### config.mk
export PLATFORM = sky130hd
export DESIGN_NAME = pipe_stage_buffer
export DESIGN_NICKNAME = d
export VERILOG_FILES = /design/src/rtl/pipe_stage_buffer.sv
export SDC_FILE = /design/constraint.sdc
export NUM_CORES = 1
export LEC_CHECK = 0
export BUFFER_PORTS_ARGS = -buffer_cell sky130_fd_sc_hd__buf_2
export CAP_MARGIN = 20
export CORE_MARGIN = 5
export CORE_UTILIZATION = 44
export CTS_CLUSTER_SIZE = 12
export DETAILED_ROUTE_END_ITERATION = 6
export GPL_TIMING_DRIVEN = 0
export PLACE_DENSITY = 0.72
export SLEW_MARGIN = 25
export SYNTH_ARGS = -nofsm -noshare
export SYNTH_HDL_FRONTEND = slang
export SYNTH_SLANG_ARGS = --single-unit
export TNS_END_PERCENT = 20
### constraint.sdc
create_clock -name i_clk -period 4.1 [get_ports i_clk]
set_input_delay 0.615 -clock i_clk [delete_from_list [all_inputs] [get_ports i_clk]]
set_output_delay 0.615 -clock i_clk [all_outputs]
set_load 0.01 [all_outputs]
### src/rtl/pipe_stage_buffer.sv
// Generic inter-stage pipeline register with a 2-entry skid (main + skid) and flush-to-bubble.
// Latency: 1 cycle from accept to o_valid when empty; 1 word/cycle throughput with i_ready high.
// Backpressure: o_ready = !skid_v straight from a flop; no combinational path from i_ready.
// Optional statistics counters are enabled with `define PIPE_STAGE_BUFFER_STATS_EN.
module pipe_stage_buffer #(
    parameter int               WIDTH        = 16,
    parameter logic [WIDTH-1:0] BUBBLE_VALUE = {WIDTH{1'b0}},
    parameter int               CNT_W        = 16
) (
    input  logic             i_clk,
    input  logic             i_reset,
    input  logic             i_flush,
    input  logic             i_valid,
    output logic             o_ready,
    input  logic [WIDTH-1:0] i_data,
    output logic             o_valid,
    input  logic             i_ready,
    output logic [WIDTH-1:0] o_data,
    output logic [1:0]       o_occupancy
`ifdef PIPE_STAGE_BUFFER_STATS_EN
    ,
    output logic [CNT_W-1:0] o_stall_cnt,
    output logic [CNT_W-1:0] o_bubble_cnt
`endif
);

    typedef enum logic [1:0] {
        ST_EMPTY = 2'd0,
        ST_ONE   = 2'd1,
        ST_FULL  = 2'd2
    } state_t;

    state_t           state_q, state_d;
    logic [WIDTH-1:0] main_q, main_d;
    logic [WIDTH-1:0] skid_q, skid_d;
    logic             main_v, skid_v;
    logic             accept, emit;

    assign main_v      = (state_q != ST_EMPTY);
    assign skid_v      = (state_q == ST_FULL);
    assign o_valid     = main_v;
    assign o_ready     = !skid_v;
    // main_q is kept at BUBBLE_VALUE whenever it holds nothing, so it can drive o_data directly.
    assign o_data      = main_q;
    assign o_occupancy = {1'b0, main_v} + {1'b0, skid_v};
    assign accept      = i_valid & o_ready;
    assign emit        = o_valid & i_ready;

    // State and data registers; reset forces both slots to the bubble.
    always_ff @(posedge i_clk or posedge i_reset) begin
        if (i_reset) begin
            state_q <= ST_EMPTY;
            main_q  <= BUBBLE_VALUE;
            skid_q  <= BUBBLE_VALUE;
        end else begin
            state_q <= state_d;
            main_q  <= main_d;
            skid_q  <= skid_d;
        end
    end

    // Next-state and data steering; flush overrides every transition and drops the input.
    always_comb begin
        state_d = state_q;
        main_d  = main_q;
        skid_d  = skid_q;
        if (i_flush) begin
            state_d = ST_EMPTY;
            main_d  = BUBBLE_VALUE;
            skid_d  = BUBBLE_VALUE;
        end else begin
            case (state_q)
                ST_EMPTY: begin
                    main_d = BUBBLE_VALUE;
                    if (accept) begin
                        state_d = ST_ONE;
                        main_d  = i_data;
                    end
                end
                ST_ONE: begin
                    case ({accept, emit})
                        2'b11: main_d = i_data;
                        2'b10: begin
                            state_d = ST_FULL;
                            skid_d  = i_data;
                        end
                        2'b01: begin
                            state_d = ST_EMPTY;
                            main_d  = BUBBLE_VALUE;
                        end
                        default: ;
                    endcase
                end
                ST_FULL: begin
                    // o_ready is low here, so only the drain of main is possible.
                    if (emit) begin
                        state_d = ST_ONE;
                        main_d  = skid_q;
                        skid_d  = BUBBLE_VALUE;
                    end
                end
                default: begin
                    state_d = ST_EMPTY;
                    main_d  = BUBBLE_VALUE;
                    skid_d  = BUBBLE_VALUE;
                end
            endcase
        end
    end

`ifdef PIPE_STAGE_BUFFER_STATS_EN
    logic stall_inc, bubble_inc;
    assign stall_inc  = i_valid & !o_ready;
    assign bubble_inc = !o_valid & i_ready;

    // Saturating stall/bubble counters; cleared by reset only, flush leaves them alone.
    always_ff @(posedge i_clk or posedge i_reset) begin
        if (i_reset) begin
            o_stall_cnt  <= '0;
            o_bubble_cnt <= '0;
        end else begin
            if (stall_inc && (o_stall_cnt != {CNT_W{1'b1}}))
                o_stall_cnt <= o_stall_cnt + CNT_W'(1);
            if (bubble_inc && (o_bubble_cnt != {CNT_W{1'b1}}))
                o_bubble_cnt <= o_bubble_cnt + CNT_W'(1);
        end
    end
`endif

endmodule

==> impl_metrics.py <==
metrics = {
    "timing": {
        "fin_setup_tns_ns": 0,
        "finalHoldViolCount": 0,
        "setup_violations": 0,
        "hold_ws_ns": 0.435,
        "relSlewSlack": 0.534,
        "worst_pin_slew_ns": 0.698,
        "fin_crit_ns": 2.12,
        "max_freq_ghz": 0.473,
        "rsz0062_at_grt": "no",
        "drv_slew": 0,
        "skew_ns": 0.00234,
        "fin_crit_sh": 0.516,
    },
    "setup_path": {
        "criticalPathCategory": "reg -> out",
        "r2r_cells": 5,
        "end_kind": "output pin",
        "r2r_slack_ns": 2.42,
        "start_kind": "register",
        "critPathMaxFanout": 10,
        "arrival_ns": 1.50,
        "reg2reg_from": "state_q[1]",
        "r2r-end": "o_data[2]",
        "cp.required_ns": 3.48,
        "crit_start": "state_q[0]",
    },
    "synthesis": {
        "yosysSeqAreaShare": 0.519,
        "netlist.area_leader.share": 0.519,
        "yosys_warnings": 0,
        "syn_area_um2": 1640,
        "synth_seq_cells": 34,
        "ys_top_cells_by_area": "dfrtp_1 (52%), a22o_1 (17%), mux2i_1 (10%), inv_1 (4.1%), nand2_1 (3.7%)",
        "synthesis.nets": 166,
        "synth.avg_cell_area_um2": 11.3,
        "yosysUniqueCellTypes": 24,
        "synth_top_area_cell": "dfrtp_1",
        "synth_cells": 145,
    },
    "clock_network": {
        "holdBufCountCts": 0,
        "cts.sinks": 34,
        "htreeDepth": 2,
        "postCtsResizedCells": 0,
        "post-cts-setup-buffer-count": 0,
        "cts.path.max_buffers": 2,
        "cts_inserted_buffers": 5,
        "clock-root-buffer": "clkbuf_8",
        "clk_transition_reported_paths_ns": 0.07,
        "clkLatencyLatePin_ns": 0.29,
        "cts_tree": "yes",
    },
    "cells_and_area": {
        "nets": 213,
        "post-route-util": 0.548,
        "syn2layout_area_growth_pct": 21.5,
        "drive_above_1_share": 0.352,
        "diodes": 0,
        "finalNonFillerCells": 241,
    },
    "placed_design": {
        "globalplace.congestion": 0.816,
        "dpl.cell_count": 233,
        "dp_hpwl_mm": 2.69,
        "io_buffers": 40,
    },
    "drt": {
        "dr.pass1.iters": 4,
        "drc": 0,
        "routed_wl_mm": 3.65,
        "first_iter_violations": 69,
        "antenna_left": 0,
        "vias": 1270,
        "viasPerCell": 5.27,
        "routedWlPerCell_um": 15.1,
    },
    "global_route": {
        "antenna_found_initial": 0,
        "grt_pass1_wl_mm": 6.08,
        "grt_max_degree": 35,
        "grt_pass1_vias": 1315,
        "grt_usage": 0.156,
        "grt-ovfl-total": 0,
    },
    "job": {
        "drv_cap": 0,
    },
    "pwr": {
        "p_leak_nw": 1.04,
        "peakVddDrop_mv": 0.205,
        "p_per_area_nw_per_um2": 369,
    },
    "floorplan": {
        "row_count": 22,
        "coreArea_um2": 3630,
        "die_h_um": 71.0,
        "dieWidth_um": 71.0,
        "boundaryPins": 41,
        "initial_core_util": 0.451,
        "die-area_um2": 5050,
    },
    "status": {
        "status": "finished clean",
    },
    "worst_hold_path": {
        "hold_path_class": "in -> async",
    },
}
[area by class of cell]
| class | count | area (um^2) |
|---|---|---|
| Multi-Input combinational cell | 82 | 652 |
| Clock buffer | 7 | 86.3 |
| Clock inverter | 1 | 5.00 |
| Buffer | 9 | 61.3 |
| Sequential cell | 34 | 851 |
| Inverter | 20 | 75.1 |
| Fill cell | 347 | 1640 |
| Tap cell | 48 | 60.1 |
| Timing Repair Buffer | 40 | 200 |
[synthesized netlist by cell type (all sizes together)]
| cell | count |
|---|---|
| a21oi | 2 |
| a211oi | 2 |
| inv | 20 |
| nand2b | 3 |
| clkbuf | 1 |
| or2 | 2 |
| nand2 | 16 |
| o21ba | 1 |
| dfrtp | 34 |
| a22o | 32 |
| mux2 | 1 |
| nor2 | 4 |
| mux2i | 17 |
| o22a | 1 |
| maj3 | 1 |
| buf | 8 |
[stage by stage]
| stage | power, mW | setup slack (ns) | area, um^2 |
|---|---|---|---|
| 2_1_floorplan | 0.446 | 2.53 | 1640 |
| 3_3_place_gp | 0.484 | 2.21 | 1900 |
| 3_5_place_dp | 0.490 | 2.16 | 1900 |
| 4_1_cts | 0.746 | 1.99 | 1990 |
| 5_1_grt | 0.773 | 1.91 | 1990 |
| 6_report | 0.735 | 1.98 | 1990 |
[cells by family (layout without fill, tap and decap cells)]
logic type      Yosys count  after routing  synth area share
compound gates           38             38             0.208
flops                    34             34             0.519
buf+inv                  29             77            0.0832
mux                      18             18             0.111
fa+ha+maj                 1              1           0.00687
simple gates             25             25            0.0725
[placed cells by master (no fill, tap or decap), types with 2 or more instances in the layout]
cell type | synthesis | final
a22o_1 | 32 | 32
buf_2 | 4 | 44
buf_4 | 2 | 2
buf_6 | 2 | 2
clkbuf_1 | 1 | 2
clkbuf_8 | 0 | 6
dfrtp_1 | 34 | 34
inv_1 | 18 | 17
inv_2 | 2 | 3
mux2i_1 | 17 | 17
nand2_1 | 16 | 16
nand2b_1 | 2 | 2
nor2_1 | 2 | 2
or2_2 | 2 | 2
[worst max-delay path, stage by stage (launching register included)]
cell and delay [ns]:
dfrtp_1 0.46, nand2b_2 0.27, inv_2 0.18, buf_6 0.16, buf_2 0.14
[sequential cells by signal, indices dropped and copies added (netlist names)]
signal and flops:
o_data 16, state_q 2, skid_q 16
[routing by layer]
| metal | part of all wire | GRT usage | up-vias |
|---|---|---|---|
| met5 | 0 | 0 | - |
| met1 | 0.40 | 0.185 | 620 |
| met4 | 0.013 | 0.0585 | 0 |
| met3 | 0.085 | 0.0668 | 5 |
| li1 | - | - | 598 |
| met2 | 0.50 | 0.253 | 47 |
[worst max-delay path by stage]
stage	cells after the start	endpoint	slack (ns)
floorplan	3	o_occupancy[1]	2.53
global placement	6	o_data[10]	2.21
detailed placement	6	o_data[14]	2.16
CTS	4	o_occupancy[1]	1.99
global route	4	o_occupancy[1]	1.91
finish	4	o_occupancy[1]	1.98
[power by group]
part	total [mW]	internal [mW]	switching (mW)
combinational	0.116	0.0526	0.0635
sequential	0.367	0.355	0.0120
clock	0.252	0.135	0.116
total	0.735	0.543	0.192
Power figures use the tool's default switching activity.
